<file path="config.mk">
export PLATFORM = sky130hd
export DESIGN_NAME = spi_target_fifo
export DESIGN_NICKNAME = d
export VERILOG_FILES = /design/src/rtl/spi_target_fifo.sv
export SDC_FILE = /design/constraint.sdc
export NUM_CORES = 1
export LEC_CHECK = 0
export CORE_MARGIN = 5
export CORE_UTILIZATION = 40
export CTS_CLUSTER_DIAMETER = 150
export CTS_CLUSTER_SIZE = 10
export DETAILED_ROUTE_END_ITERATION = 8
export GPL_ROUTABILITY_DRIVEN = 1
export PLACE_DENSITY = 0.65
export SLEW_MARGIN = 5
export SYNTH_ARGS = -nofsm -noshare
export SYNTH_HDL_FRONTEND = slang
export SYNTH_SLANG_ARGS = --single-unit
</file>
<file path="constraint.sdc">
create_clock -name clk -period 2.55 [get_ports clk]
set_clock_uncertainty 0.2 [all_clocks]
set_input_delay 0.6375 -clock clk [delete_from_list [all_inputs] [get_ports clk]]
set_output_delay 0.6375 -clock clk [all_outputs]
set_load 0.02 [all_outputs]
</file>
<file path="src/rtl/spi_target_fifo.sv">
// -----------------------------------------------------------------------------
// spi_target_fifo
//
// SPI target (peripheral) with a receive FIFO. The SPI pins are sampled in the
// system clock domain through synchronisers. sck edges are then recovered by
// comparing the synchronised sck with a one-cycle-delayed copy. While ce is
// high, words are shifted in on sdi and shifted out on sdo. A frame may carry
// any number of back-to-back words. Each completed word is pushed into a
// first-word-fall-through FIFO.
//
// Parameters
//   WIDTH        word length in bits (2..32)
//   DEPTH        RX FIFO depth in words (power of 2, >= 2)
//   CPOL         idle level of sck
//   CPHA         0: sample on leading edge, 1: sample on trailing edge
//   MSB_FIRST    1: MSB first on both sdi and sdo
//   SYNC_STAGES  synchroniser depth for sck/sdi/ce (>= 2)
//
// Ports
//   clk       system clock, rising edge
//   reset     asynchronous, active-low reset
//   sck       SPI clock from the controller (asynchronous)
//   sdi       serial data in
//   sdo       serial data out (driven 0 while idle, never tri-stated)
//   ce        chip enable, active high (asynchronous)
//   tx_data   word to transmit, captured at the start of every word
//   rx_data   FIFO head word (0 when the FIFO is empty)
//   rx_valid  FIFO not empty
//   rx_ready  pop request; a pop happens when rx_valid && rx_ready
//   rx_count  number of words held in the FIFO
//   overflow  sticky flag: a completed word was dropped on a full FIFO
//   ovf_clr   synchronous clear of overflow (wins over a simultaneous set)
//   busy      high while a ce frame is active
//
// Handshake: rx_data/rx_valid describe the FIFO head. A word is consumed on
// every rising clk edge where rx_valid and rx_ready are both high. rx_ready
// may be held high without a word being present.
// -----------------------------------------------------------------------------
module spi_target_fifo #(
    parameter int WIDTH       = 8,
    parameter int DEPTH       = 4,
    parameter int CPOL        = 0,
    parameter int CPHA        = 0,
    parameter int MSB_FIRST   = 1,
    parameter int SYNC_STAGES = 2
) (
    input  logic                     clk,
    input  logic                     reset,
    input  logic                     sck,
    input  logic                     sdi,
    output logic                     sdo,
    input  logic                     ce,
    input  logic [WIDTH-1:0]         tx_data,
    output logic [WIDTH-1:0]         rx_data,
    output logic                     rx_valid,
    input  logic                     rx_ready,
    output logic [$clog2(DEPTH):0]   rx_count,
    output logic                     overflow,
    input  logic                     ovf_clr,
    output logic                     busy
);

    localparam int AW = $clog2(DEPTH);
    localparam int CW = AW + 1;
    localparam int BW = $clog2(WIDTH);

    localparam logic CPOL_B = (CPOL != 0);
    localparam logic CPHA_B = (CPHA != 0);
    localparam logic MSB_B  = (MSB_FIRST != 0);

    localparam logic [BW-1:0] LAST_BIT = BW'(WIDTH - 1);
    localparam logic [CW-1:0] FULL_CNT = CW'(DEPTH);

    typedef enum logic {
        ST_IDLE   = 1'b0,
        ST_ACTIVE = 1'b1
    } state_t;

    // ------------------------------------------------------------------
    // Input synchronisers and edge recovery
    // ------------------------------------------------------------------
    logic [SYNC_STAGES-1:0] sck_sync_q;
    logic [SYNC_STAGES-1:0] sdi_sync_q;
    logic [SYNC_STAGES-1:0] ce_sync_q;
    logic                   sck_prev_q;
    logic                   ce_prev_q;

    always_ff @(posedge clk or negedge reset) begin
        if (!reset) begin
            sck_sync_q <= {SYNC_STAGES{CPOL_B}};
            sdi_sync_q <= '0;
            ce_sync_q  <= '0;
            sck_prev_q <= CPOL_B;
            ce_prev_q  <= 1'b0;
        end else begin
            sck_sync_q <= {sck_sync_q[SYNC_STAGES-2:0], sck};
            sdi_sync_q <= {sdi_sync_q[SYNC_STAGES-2:0], sdi};
            ce_sync_q  <= {ce_sync_q[SYNC_STAGES-2:0], ce};
            sck_prev_q <= sck_sync_q[SYNC_STAGES-1];
            ce_prev_q  <= ce_sync_q[SYNC_STAGES-1];
        end
    end

    logic sck_s, sdi_s, ce_s;
    logic sck_rise, sck_fall, lead_edge, trail_edge;
    logic sample_edge, shift_edge, ce_rise;

    assign sck_s = sck_sync_q[SYNC_STAGES-1];
    assign sdi_s = sdi_sync_q[SYNC_STAGES-1];
    assign ce_s  = ce_sync_q[SYNC_STAGES-1];

    assign sck_rise    = sck_s & ~sck_prev_q;
    assign sck_fall    = ~sck_s & sck_prev_q;
    assign lead_edge   = CPOL_B ? sck_fall : sck_rise;
    assign trail_edge  = CPOL_B ? sck_rise : sck_fall;
    assign sample_edge = CPHA_B ? trail_edge : lead_edge;
    assign shift_edge  = CPHA_B ? lead_edge : trail_edge;
    assign ce_rise     = ce_s & ~ce_prev_q;

    // ------------------------------------------------------------------
    // Shift engine
    // ------------------------------------------------------------------
    state_t           state_q;
    logic [BW-1:0]    bit_cnt_q;
    logic [WIDTH-1:0] rx_sr_q;
    logic [WIDTH-1:0] tx_sr_q;
    logic             sdo_q;
    // Set when the next shift edge must leave sdo untouched. With CPHA=1
    // this edge is the leading edge that opens each word. With CPHA=0 it is
    // the trailing edge that follows the last sample. At that point the
    // freshly loaded bit 0 of the next word is already on sdo.
    logic             skip_q;

    logic [WIDTH-1:0] rx_shifted;
    logic [WIDTH-1:0] tx_shifted;
    logic             word_done;

    function automatic logic first_bit(input logic [WIDTH-1:0] w);
        first_bit = MSB_B ? w[WIDTH-1] : w[0];
    endfunction

    assign rx_shifted = MSB_B ? {rx_sr_q[WIDTH-2:0], sdi_s}
                              : {sdi_s, rx_sr_q[WIDTH-1:1]};
    assign tx_shifted = MSB_B ? {tx_sr_q[WIDTH-2:0], 1'b0}
                              : {1'b0, tx_sr_q[WIDTH-1:1]};

    // The final sample edge of a word pushes the fully shifted value in the
    // same cycle, so the FIFO reflects it one cycle after edge detection.
    assign word_done = (state_q == ST_ACTIVE) && ce_s && sample_edge
                       && (bit_cnt_q == LAST_BIT);

    always_ff @(posedge clk or negedge reset) begin
        if (!reset) begin
            state_q   <= ST_IDLE;
            bit_cnt_q <= '0;
            rx_sr_q   <= '0;
            tx_sr_q   <= '0;
            sdo_q     <= 1'b0;
            skip_q    <= 1'b0;
        end else begin
            case (state_q)
                ST_IDLE: begin
                    sdo_q <= 1'b0;
                    if (ce_rise) begin
                        state_q   <= ST_ACTIVE;
                        bit_cnt_q <= '0;
                        rx_sr_q   <= '0;
                        tx_sr_q   <= tx_data;
                        sdo_q     <= first_bit(tx_data);
                        skip_q    <= CPHA_B;
                    end
                end
                ST_ACTIVE: begin
                    if (!ce_s) begin
                        // Frame closed: any partial word is simply forgotten.
                        state_q   <= ST_IDLE;
                        bit_cnt_q <= '0;
                        sdo_q     <= 1'b0;
                        skip_q    <= 1'b0;
                    end else if (sample_edge) begin
                        rx_sr_q <= rx_shifted;
                        if (bit_cnt_q == LAST_BIT) begin
                            bit_cnt_q <= '0;
                            tx_sr_q   <= tx_data;
                            sdo_q     <= first_bit(tx_data);
                            skip_q    <= 1'b1;
                        end else begin
                            bit_cnt_q <= bit_cnt_q + BW'(1);
                        end
                    end else if (shift_edge) begin
                        if (skip_q) begin
                            skip_q <= 1'b0;
                        end else begin
                            tx_sr_q <= tx_shifted;
                            sdo_q   <= first_bit(tx_shifted);
                        end
                    end
                end
                default: begin
                    state_q <= ST_IDLE;
                end
            endcase
        end
    end

    assign sdo  = sdo_q;
    assign busy = (state_q == ST_ACTIVE);

    // ------------------------------------------------------------------
    // RX FIFO (first-word fall-through)
    // ------------------------------------------------------------------
    logic [WIDTH-1:0] mem_q [DEPTH];
    logic [AW-1:0]    wr_ptr_q, rd_ptr_q;
    logic [CW-1:0]    count_q, count_d;
    logic             overflow_q, overflow_d;
    logic             pop, full, push_ok, ovf_set;

    assign rx_valid = (count_q != '0);
    assign full     = (count_q == FULL_CNT);
    assign pop      = rx_valid & rx_ready;
    // A pop in the same cycle frees the slot the push needs.
    assign push_ok  = word_done & (~full | pop);
    assign ovf_set  = word_done & full & ~pop;

    always_comb begin
        count_d = count_q;
        case ({push_ok, pop})
            2'b10:   count_d = count_q + CW'(1);
            2'b01:   count_d = count_q - CW'(1);
            default: count_d = count_q;
        endcase
    end

    always_comb begin
        overflow_d = overflow_q;
        if (ovf_clr) begin
            overflow_d = 1'b0;
        end else if (ovf_set) begin
            overflow_d = 1'b1;
        end
    end

    always_ff @(posedge clk or negedge reset) begin
        if (!reset) begin
            wr_ptr_q   <= '0;
            rd_ptr_q   <= '0;
            count_q    <= '0;
            overflow_q <= 1'b0;
        end else begin
            if (push_ok) begin
                wr_ptr_q <= wr_ptr_q + AW'(1);
            end
            if (pop) begin
                rd_ptr_q <= rd_ptr_q + AW'(1);
            end
            count_q    <= count_d;
            overflow_q <= overflow_d;
        end
    end

    // Storage needs no reset: rx_data is forced to 0 whenever the FIFO is empty.
    always_ff @(posedge clk) begin
        if (push_ok) begin
            mem_q[wr_ptr_q] <= rx_shifted;
        end
    end

    assign rx_data  = rx_valid ? mem_q[rd_ptr_q] : '0;
    assign rx_count = count_q;
    assign overflow = overflow_q;

endmodule

</file>
==> summary.txt, run 1 <==
STA
  • Max Slew Vio Count: 0
  • FMAX: 389 MHz
  • Final hold slack: 0.152 ns
  • Tcrit/Tclk final: 1.01
  • Slew margin rel.: 0.432
  • Final setup margin: -0.0235 ns
  • Worst-margin pin slew: about 0.85 ns
  • Final setup fails: 1
  • RSZ-0062 raised after global routing: yes
  • Minimum clock period: 2.57 ns
  • Final hold viol count: 0

Cells and area
  • Area grow syn2layout: 23.4%
  • Fillers: about 670
  • Fin cells: 368
  • Multi-input logic area: 1030 um^2
  • Layout Nets: between 200 and 300
  • FF+latch area: 1860 um^2
  • Diode count: 0
  • Layout cell share with drive strength beyond 1: 0.249

Placement
  • PortBufs: 29
  • DP HPWL: 3580 um
  • Dpl cells: 350
  • RD Place Congestion: 0.701

Global route
  • Initial antenna violation count: 0
  • GRT Total Usage: 0.119
  • Vias in the first global route: 1842
  • Total grt overflow: 0
  • First-pass GRT wire length: about 9000 um
  • Pin count of the biggest net entering global routing: 37

Drt
  • Routed vias/inst: approximately 4.8
  • Iter 0 DRT Violations: 40
  • Post-Route WL: 5200 um
  • DR vias: about 1800
  • Drc violations: 0
  • 1st-pass router iterations: 4
  • Final antenna-violating net count: 0
  • WL/cell: 14.1 um

Clock tree
  • CTS Sinks: 68
  • Worst skew pair latency: 0.34 ns
  • Clock transition at path regs: 0.08 ns
  • H-tree depth: 3
  • Clock root cell: clkbuf_8
  • Hold_buf cts: 0
  • Inserted Clock Buffers: 9
  • CTS tree: yes
  • CTS max path bufs: 2

Synth
  • Largest family of logic cells by synthesized area: simple AND/OR/NAND/NOR gates
  • Compound-Gate Fraction of Synth Area: 0.0667
  • Post-synth EDFFs: 32
  • Sequential area share after synthesis: 0.616
  • Ys Warns: 0
  • Avg Cell Area, Syn: 13.9 um^2
  • Async SR Flop Fraction: 0.529
  • Area share of fa/ha/maj cells after synthesis: 0.0398
  • Post-synthesis simple-gate area fraction: 0.107
  • Post-synth top flop: dfrtp_1
  • Synth Instances: 218
  • Synth Net Count: ~240
  • Mapped Area: ~3000 um^2
  • Seq cells post-synth: roughly 70
  • Multiplexer share of the synthesized area: 0.103
  • Synth cell types: 41
  • XOR/XNOR Fraction of Synth Area: 0.0170

Critical path
  • Critical Path End: rx_data[3]
  • Critical Path Sink Type: output port
  • Crit Path Category: reg -> out
  • Startpoint Class: flip-flop
  • Worst R2R End: rx_count[2]$_DFFE_PN0P_
  • Crit-path max FO: 5
  • Worst path required time: roughly 1.7 ns
  • R2r worst-path depth: 8
  • Critical path arrival: 1.74 ns
  • Crit path from: rd_ptr_q[0]$_DFFE_PN0P_
  • Reg2reg start: bit_cnt_q[0]$_DFFE_PN0P_
  • FF-to-FF setup slack: 0.17 ns

Hold path
  • Worst hold path type: reg -> reg

Status
  • Outcome: finished with violations
  • Failing checks: negative setup slack

Die
  • Chip width: 96.9 um
  • Die Y: 96.9 um
  • # IOs: 30
  • Core Footprint: approximately 7300 um^2
  • Die area: 9390 um^2
  • Row Count: 31
  • Starting density of the core: 0.414

Pwr
  • Total power density per cell area: 863 nW/um^2
  • Peak supply drop: about 0.33 mV
  • Lkg Pwr: 0.00156 uW

Flow run
  • Maxcap violations: 0
-- final cells by class --
cell class / instances / area share
clock buffers: 9 / 0.0332
clock inverters: 7 / 0.0218
inverters: 17 / 0.0171
multi-input cells: 122 / 0.277
flip-flops and latches: 68 / 0.499
well taps: 99 / 0.0332
repair buffers: 46 / 0.118
-- worst max-delay path: stages (launching register included) --
cell     delay [ns]
dfrtp_1        0.38
buf_6          0.15
buf_6          0.10
mux4_2         0.48
and2_4         0.17
buf_6          0.12
-- sequential cells by signal, summed over array words and instances (netlist names) --
signal and count:
rx_count 3, rx_sr_q 7, ce_prev_q 1, mem_q 32
bit_cnt_q 3, tx_sr_q 7, sck_prev_q 1, skip_q 1
sck_sync_q 2, busy 1, ce_sync_q 2, rd_ptr_q 2
sdo 1, overflow 1, wr_ptr_q 2, sdi_sync_q 2
-- worst min-delay path by stage --
stage                       startpoint                      end  slack, ns  cells past startpoint
6_report        ce_sync_q[0]$_DFF_PN0_   ce_sync_q[1]$_DFF_PN0_       0.15                      0
5_1_grt         ce_sync_q[0]$_DFF_PN0_   ce_sync_q[1]$_DFF_PN0_       0.16                      0
4_1_cts         ce_sync_q[0]$_DFF_PN0_   ce_sync_q[1]$_DFF_PN0_       0.15                      0
3_5_place_dp    ce_sync_q[0]$_DFF_PN0_   ce_sync_q[1]$_DFF_PN0_       0.14                      0
3_3_place_gp   sck_sync_q[0]$_DFF_PN0_  sck_sync_q[1]$_DFF_PN0_       0.13                      0
2_1_floorplan   ce_sync_q[0]$_DFF_PN0_   ce_sync_q[1]$_DFF_PN0_       0.13                      0
-- cell usage in the layout, fill, tap and decap left out, drive strengths merged, types with 2 or more instances in the layout --
| cell type | Yosys | layout |
|---|---|---|
| nand2 | 18 | 18 |
| mux2i | 12 | 12 |
| dfrtp | 36 | 36 |
| o221ai | 2 | 2 |
| xnor2 | 5 | 5 |
| nor2 | 3 | 3 |
| mux4 | 8 | 8 |
| clkbuf | 2 | 9 |
| o22ai | 4 | 4 |
| edfxtp | 32 | 32 |
| or3 | 2 | 2 |
| clkdlybuf4s50 | 0 | 19 |
| and2 | 14 | 14 |
| inv | 17 | 21 |
| o21ai | 16 | 16 |
| nand3 | 10 | 10 |
| ha | 8 | 8 |
| nand2b | 3 | 3 |
| buf | 9 | 26 |
-- timing repair --
item                                    CTS  global route
pin swaps                                 0             1
cloned                                    0             0
endpoints found under the setup margin    9             8
gates resized for setup                  34            25
setup buffers                             1             1
-- synthesized netlist by cell type, types with 2 or more instances --
cell type	instances	area, um^2
and2_1	13	81.3
buf_2	3	15.0
buf_6	5	56.3
clkbuf_1	2	7.51
dfrtp_1	36	901
edfxtp_1	32	961
ha_1	8	100
inv_1	17	63.8
mux2i_1	12	120
mux4_2	8	180
nand2_1	18	67.6
nand2b_1	3	18.8
nand3_1	10	50.1
nor2_1	2	7.51
o21ai_0	5	25.0
o21ai_1	11	55.1
o221ai_1	2	17.5
o22ai_1	4	25.0
or3_1	2	12.5
xnor2_1	4	35.0
-- cells by family after synthesis --
kind of cell,Yosys count
xor gates and xnor gates,5
buffers and inverters,28
adders and majority gates,9
AOI/OAI and AO/OA,30
muxes,21
DFF,68
and+or+nand+nor,57
-- per-stage QoR --
step | worst slack [ns] | util | cell area [um^2] | power (uW) | setup TNS, ns
global route | -0.102 | 0.511 | 3730 | 3410 | -0.202
global placement | 0.0205 | 0.476 | 3470 | 2220 | 0
finish | -0.0235 | 0.511 | 3730 | 3220 | -0.0235
detailed placement | -0.00209 | 0.476 | 3470 | 2240 | -0.00209
floorplan | 0.0162 | - | 3020 | 1860 | 0
CTS | -0.0757 | 0.501 | 3650 | 3110 | -0.151
-- metal layers --
layer  track usage  wire (um)  vias to the layer above
li1              -          -                      872
met3        0.0374        205                        8
met2         0.188       2500                       34
met4        0.0518         72                        0
met1         0.152       2430                      864
met5             0          0                        -
-- power breakdown --
part           internal (uW)  switching (uW)
clock                    467             444
combinational            562             448
sequential              1220            77.2
(Power assumes the default switching activity.)
==> run 2: changes to the inputs <==
Settings changed: PLACE_DENSITY 0.65 to 0.62.
Clock period 2.55 ns to 3.35 ns, I/O delays scaled along.
==> run 2 against run 1 <==
  * The flow now finishes without violations
  * Worst hold slack is essentially flat
  * Power shrank 27%
  * Routed wire length decreased by 9.3%
  * Clock power is 18% lower
  * Clock-buffer cell count is the same
  * Final cell count fell by 4.1%
  * Sequential cell count unchanged
  * Core utilization shrank 2.0 points
  * Largest cell class unchanged
  * Highest routed layer unchanged
==> summary.txt, run 2 (same netlist as run 1, synthesis figures left out) <==
Status
  • Outcome: complete, no violations (was finished with violations)

Cells and area
  • Commonest non-fill, non-tap cell in the layout: dfrtp_1 (unchanged)
  • Diode count: 0 (unchanged)
  • Top reg by flops: mem_q (unchanged)
  • Fillers: 673 (was 667)
  • Biggest regs: mem_q (32), rx_sr_q (7), tx_sr_q (7) (unchanged)
  • Area grow syn2layout: 18.6% (was 23.4%)
  • Layout cell share with drive strength beyond 1: 0.146 (was 0.249)
  • Commonest cells after routing, fill and taps aside: dfrtp_1, edfxtp_1, clkdlybuf4s50_1, nand2_1, inv_1 (unchanged)
  • Fin cells: 353 (was 368)
  • Max reg flops: 32 (unchanged)
  • Layout Nets: 273 (was 288)

Die
  • Chip width: 96.9 um (unchanged)
  • Die Y: 96.9 um (unchanged)
  • Starting density of the core: 0.414 (unchanged)
  • Core Footprint: 7290 um^2 (unchanged)
  • Row Count: 31 (unchanged)
  • # IOs: 30 (unchanged)
  • Die area: 9390 um^2 (unchanged)

Global route
  • Met3 GRT Util: 0.0324 (was 0.0374)
  • Met1 usage: 0.147 (was 0.152)
  • Pin count of the biggest net entering global routing: 37 (unchanged)
  • Grt met2 use: 0.158 (was 0.188)
  • Initial antenna violation count: 0 (unchanged)
  • Total grt overflow: 0 (unchanged)
  • Vias in the first global route: 1728 (was 1842)
  • GRT Total Usage: 0.110 (was 0.119)
  • First-pass GRT wire length: 8220 um (was 8930 um)
  • Busiest grt layer: met2 (unchanged)

Placement
  • PortBufs: 29 (unchanged)
  • RD Place Congestion: 0.729 (was 0.701)
  • Dpl cells: 337 (was 350)
  • DP HPWL: 3350 um (was 3580 um)

Pwr
  • Total power density per cell area: 654 nW/um^2 (was 863 nW/um^2)
  • Peak supply drop: 0.187 mV (was 0.327 mV)
  • Lkg Pwr: 0.00145 uW (was 0.00156 uW)
  • Total chip power: 2340 uW (was 3220 uW)

Drt
  • Routed vias/inst: 4.84 (was 4.83)
  • Post-Route WL: 4720 um (was 5200 um)
  • Final antenna-violating net count: 0 (unchanged)
  • Drc violations: 0 (unchanged)
  • DR vias: 1709 (was 1778)
  • 1st-pass router iterations: 4 (unchanged)
  • Iter 0 DRT Violations: 36 (was 40)
  • WL/cell: 13.4 um (was 14.1 um)

Critical path
  • Startpoint Class: flip-flop (unchanged)
  • Critical Path Sink Type: output port (unchanged)
  • Worst path cell trace: or3_1 > and2_1 > clkdlybuf4s50_1 (was buf_6 > buf_6 > mux4_2 > and2_4 > buf_6)
  • CP top delay family: simple AND/OR/NAND/NOR gates (was multiplexers)
  • Worst path slowest cell: or3_1 (was mux4_2)
  • Critical path arrival: 2.11 ns (was 1.74 ns)
  • Crit-path max FO: 12 (was 5)
  • CP Buf/Inv Count: 1 (was 3)
  • Crit Path Category: reg -> out (unchanged)
  • Max stage delay on crit path: 0.56 ns (was 0.48 ns)
  • Worst path required time: 2.31 ns (was 1.71 ns)

STA
  • RSZ-0062 raised after global routing: no (was yes)
  • Setup TNS Final: 0 ns (was -0.0235 ns)
  • FMAX: 318 MHz
  • Tcrit/Tclk final: 0.939
  • Max Slew Vio Count: 0 (unchanged)
  • Worst-margin pin slew: 0.826 ns (was 0.851 ns)
  • Minimum clock period: 3.14 ns
  • Slew margin rel.: 0.449 (was 0.432)
  • Final setup fails: 0 (was 1)
  • Final hold slack: 0.151 ns (was 0.152 ns)
  • Final hold viol count: 0 (unchanged)

Clock tree
  • # resized after CTS: 0 (was 34)
  • Clock root cell: clkbuf_8 (unchanged)
  • Inserted Clock Buffers: 9 (unchanged)
  • Post-CTS Setup Bufs: 0 (was 1)
  • CTS max path bufs: 2 (unchanged)
  • Hold_buf cts: 0 (unchanged)
  • Clock transition at path regs: 0.07 ns (was 0.08 ns)
  • CTS Sinks: 68 (unchanged)
  • H-tree depth: 3 (unchanged)
  • Worst skew pair latency: 0.34 ns (about the same)
  • CTS tree: yes (unchanged)

Hold path
  • Worst hold path type: reg -> reg (unchanged)

Flow run
  • Maxcap violations: 0 (unchanged)
[run 2: changes by cell type in the layout (fill, tap and decap cells not counted), moves of 2 or more]
cell,before,now
buf_4,14,2
buf_6,10,0
clkdlybuf4s50_1,19,28
inv_6,4,1
clkinvlp_4,1,3
and2_1,6,13
and2_4,8,1
[run 2: path summary, 6_finish.rpt]
| path | startpoint | slack, ns | to | cells after the start |
|---|---|---|---|---|
| max | rx_count[1]$_DFFE_PN0P_ | 0.21 | rx_data[1] | 3 |
| min | sck_sync_q[0]$_DFF_PN0_ | 0.15 | sck_sync_q[1]$_DFF_PN0_ | 0 |
| max reg2reg | bit_cnt_q[0]$_DFFE_PN0P_ | 0.68 | rx_count[2]$_DFFE_PN0P_ | 8 |
| min reg2reg | sck_sync_q[0]$_DFF_PN0_ | 0.15 | sck_sync_q[1]$_DFF_PN0_ | 0 |
| max in group asynchronous | reset | 2.00 | rd_ptr_q[0]$_DFFE_PN0P_ | 1 |
| min in group asynchronous | reset | 0.39 | sck_sync_q[0]$_DFF_PN0_ | 1 |
[run 2: cell type report]
cell class / count / area [um^2] / share of cell area
clock inverter: 7 / 100 / 0.0279
tap: 99 / 124 / 0.0346
timing repair buffer: 31 / 300 / 0.0838
inverter: 17 / 63.8 / 0.0178
multi-input combinational: 122 / 1010 / 0.281
sequential: 68 / 1860 / 0.520
clock buffer: 9 / 124 / 0.0346
[run 2: per-stage QoR]
step / util / cell area (um^2) / setup slack, ns
3_5_place_dp: 0.461 / 3360 / 0.419
5_1_grt: 0.491 / 3580 / 0.0870
2_1_floorplan: - / 3020 / 0.816
6_report: 0.491 / 3580 / 0.205
3_3_place_gp: 0.461 / 3360 / 0.447
4_1_cts: 0.491 / 3580 / 0.0338
[run 2: power breakdown]
group | switching [uW] | leakage (uW) | internal, uW | total, uW
combinational | 249 | 0.000569 | 319 | 568
clock | 322 | 0.000102 | 422 | 744
sequential | 103 | 0.000775 | 930 | 1030
total | 673 | 0.00145 | 1670 | 2340
[run 2: layer usage]
metal	up-vias	share of wire
li1	842	-
met4	0	0.028
met3	12	0.045
met1	820	0.48
met5	-	0
met2	35	0.44
==> run 3: changes to the inputs <==
Settings changed: CTS_CLUSTER_SIZE 10 to 25.
==> results of run 3 <==
Final layout, timing and power as in run 2 (identical DEF).
==> edit (flow settings as in run 2) <==
Put one more register stage on the output `overflow`, cleared by the reset. The value now appears one clock later. The other outputs are not delayed to match.
--- a/src/rtl/spi_target_fifo.sv
+++ b/src/rtl/spi_target_fifo.sv
@@ -267,7 +267,13 @@
 
     assign rx_data  = rx_valid ? mem_q[rd_ptr_q] : '0;
     assign rx_count = count_q;
-    assign overflow = overflow_q;
+    always_ff @(posedge clk or negedge reset) begin
+        if (!reset) begin
+            overflow <= '0;
+        end else begin
+            overflow <= overflow_q;
+        end
+    end
 
 endmodule
 
Check against the original RTL: same outputs for any inputs over 10 cycles, from zero or initial values and one cycle with reset low; that may be too few to reach the edited logic, so the function may still have changed.
==> edit against run 2 <==
Design area decreased by 0.35%; non-clock buffer count is 1 higher; first-iteration DRC count rose by 11%; via count is 1.1% higher; total power shrank 3.3%; clock power is 15% lower; area after synthesis is 0.83% higher; routed wire length increased by 7.0%; sequential power about the same; synthesized cell count up 0.46%; setup slack got worse by 0.034 ns; global-route usage grew 0.48 points; sequential cell count increased by 1; critical path type unchanged; largest cell class unchanged; largest power group unchanged.
==> edit: results (changes against run 2) <==
Synth
  – Commonest register cell after synthesis: dfrtp_1 (unchanged)
  – Synthesized Nets: 243 (was 242)
  – Post-synth top cells: 37 x dfrtp_1, 32 x edfxtp_1, 18 x nand2_1 (was 36 x dfrtp_1, 32 x edfxtp_1, 18 x nand2_1)
  – Top cells by area, synth: edfxtp_1 32%, dfrtp_1 30%, mux4_2 5.9%, mux2i_1 3.9%, ha_1 3.3% (was edfxtp_1 32%, dfrtp_1 30%, mux4_2 6.0%, mux2i_1 4.0%, ha_1 3.3%)
  – Number of flops mapped to enable cells by yosys: 32 (unchanged)
  – Post-synthesis sequential area ratio: 0.620 (was 0.616)
  – Synth cell types: 41 (unchanged)
  – Post-synthesis async set-or-reset flop share: 0.536 (was 0.529)

Clocking
  – Clock Path Buffers: 2 (unchanged)
  – Root Buffer: clkbuf_8 (unchanged)
  – CTS clk-pin slew, worst paths: approximately 0.08 ns

Global route
  – Initial antenna violation count: 0 (unchanged)
  – Largest net degree at the start of global routing: 38 (was 37)
  – Gr usage total: 0.115 (was 0.110)
  – Vias in the first global route: 1746 (was 1728)
  – First-pass GRT wire length: 8670 µm (was 8220 µm)

Critical path
  – Worst R2R Setup Slack: 0.68 ns (about the same)
  – Worst R2R Path Depth: 5 (was 8)
  – CP endpoint: rx_data[4] (was rx_data[1])
  – R2r startpoint: sck_prev_q$_DFF_PN0_ (was bit_cnt_q[0]$_DFFE_PN0P_)
  – RR Endpoint: mem_q[3][4]$_DFFE_PP_ (was rx_count[2]$_DFFE_PN0P_)
  – WP data arrival: 2.14 ns (was 2.11 ns)

Power and ir drop
  – Worst vdd ir: 0.000224 V (was 0.000187 V)
  – Cell leakage power: 1.45 nW (about the same)

Finish
  – Share of cells above drive strength 1: 0.129 (was 0.146)
  – Layout Nets: 275 (was 273)
  – Largest registers: mem_q: 32 flops, rx_sr_q: 7 flops, tx_sr_q: 7 flops (unchanged)
  – Core Util, Final: 0.487 (was 0.491)
  – Fillers: 634 (was 673)
  – ANT cells: 0 (unchanged)

Detailed routing
  – Drt pass-1 iters: 4 (unchanged)
  – Via density: 4.88 (was 4.84)
  – Initial DRC count: 40 (was 36)
  – Final wirelength: 5050 µm (was 4720 µm)

Placement
  – Routability cong.: 0.710 (was 0.729)
  – Placed cell areas: 3390 µm² (was 3360 µm²)
  – Detailed placement HPWL: 3440 µm (was 3350 µm)

Outcome
  – Outcome: finished clean (unchanged)

Timing
  – FMAX: 315 MHz (was 318 MHz)
  – Max transition margin: 0.451 (was 0.449)

Hold path
  – Worst hold start: sdi_sync_q[0]$_DFF_PN0_ (was sck_sync_q[0]$_DFF_PN0_)
==> edit: cell types whose count changed after synthesis, sizes merged <==
cell          run 2  this run
dfrtp            36        37
==> edit: worst min path at each step <==
| stage | to | slack (ns) | cells past startpoint |
|---|---|---|---|
| 3_3_place_gp | sck_sync_q[1]$_DFF_PN0_ | 0.13 | 0 |
| 4_1_cts | sdi_sync_q[1]$_DFF_PN0_ | 0.15 | 0 |
| 3_5_place_dp | sdi_sync_q[1]$_DFF_PN0_ | 0.13 | 0 |
| 6_report | sdi_sync_q[1]$_DFF_PN0_ | 0.15 | 0 |
| 2_1_floorplan | ce_sync_q[1]$_DFF_PN0_ | 0.13 | 0 |
| 5_1_grt | sck_sync_q[1]$_DFF_PN0_ | 0.15 | 0 |
==> edit: cells by family after synthesis <==
family,synth area share
AO/OA/AOI/OAI,0.0661
XOR/XNOR,0.0168
adder cells (fa/ha/maj),0.0394
buffers and inverters,0.0493
flip-flops,0.620
multiplexers,0.102
AND/OR/NAND/NOR,0.106
==> edit: layout make-up <==
| type | count | share of cell area |
|---|---|---|
| flip-flops and latches | 69 | 0.528 |
| multi-input cells | 122 | 0.282 |
| repair buffers | 32 | 0.0862 |
| clock buffers | 10 | 0.0357 |
| well taps | 99 | 0.0347 |
| inverters | 17 | 0.0179 |
| clock inverters | 5 | 0.0147 |
==> edit: worst max-delay path, stage by stage (launching register included) <==
cell	delay, ns
dfrtp_1	0.47
or3_1	0.58
and2_1	0.22
clkdlybuf4s50_1	0.53
==> edit: metal layers <==
metal  wire [µm]  global-route usage  vias to the layer above
met5           0                   0                        -
li1            -                   -                      841
met2        2360               0.175                       39
met1        2360               0.155                      838
met4          92              0.0543                        0
met3         227              0.0287                        9
==> edit: power by group <==
part / total, mW / switching, mW / internal (mW) / leakage (nW)
Combinational: 0.609 / 0.281 / 0.328 / 0.574
Sequential: 1.03 / 0.0844 / 0.941 / 0.790
Clock: 0.633 / 0.298 / 0.335 / 0.0835
==> edit: through the flow <==
stage,cells,setup WS [ns]
final,354,0.171
after global routing,354,0.0542
after CTS,354,0.145
after detailed placement,339,0.484
after global placement,339,0.524
after floorplan,219,0.816
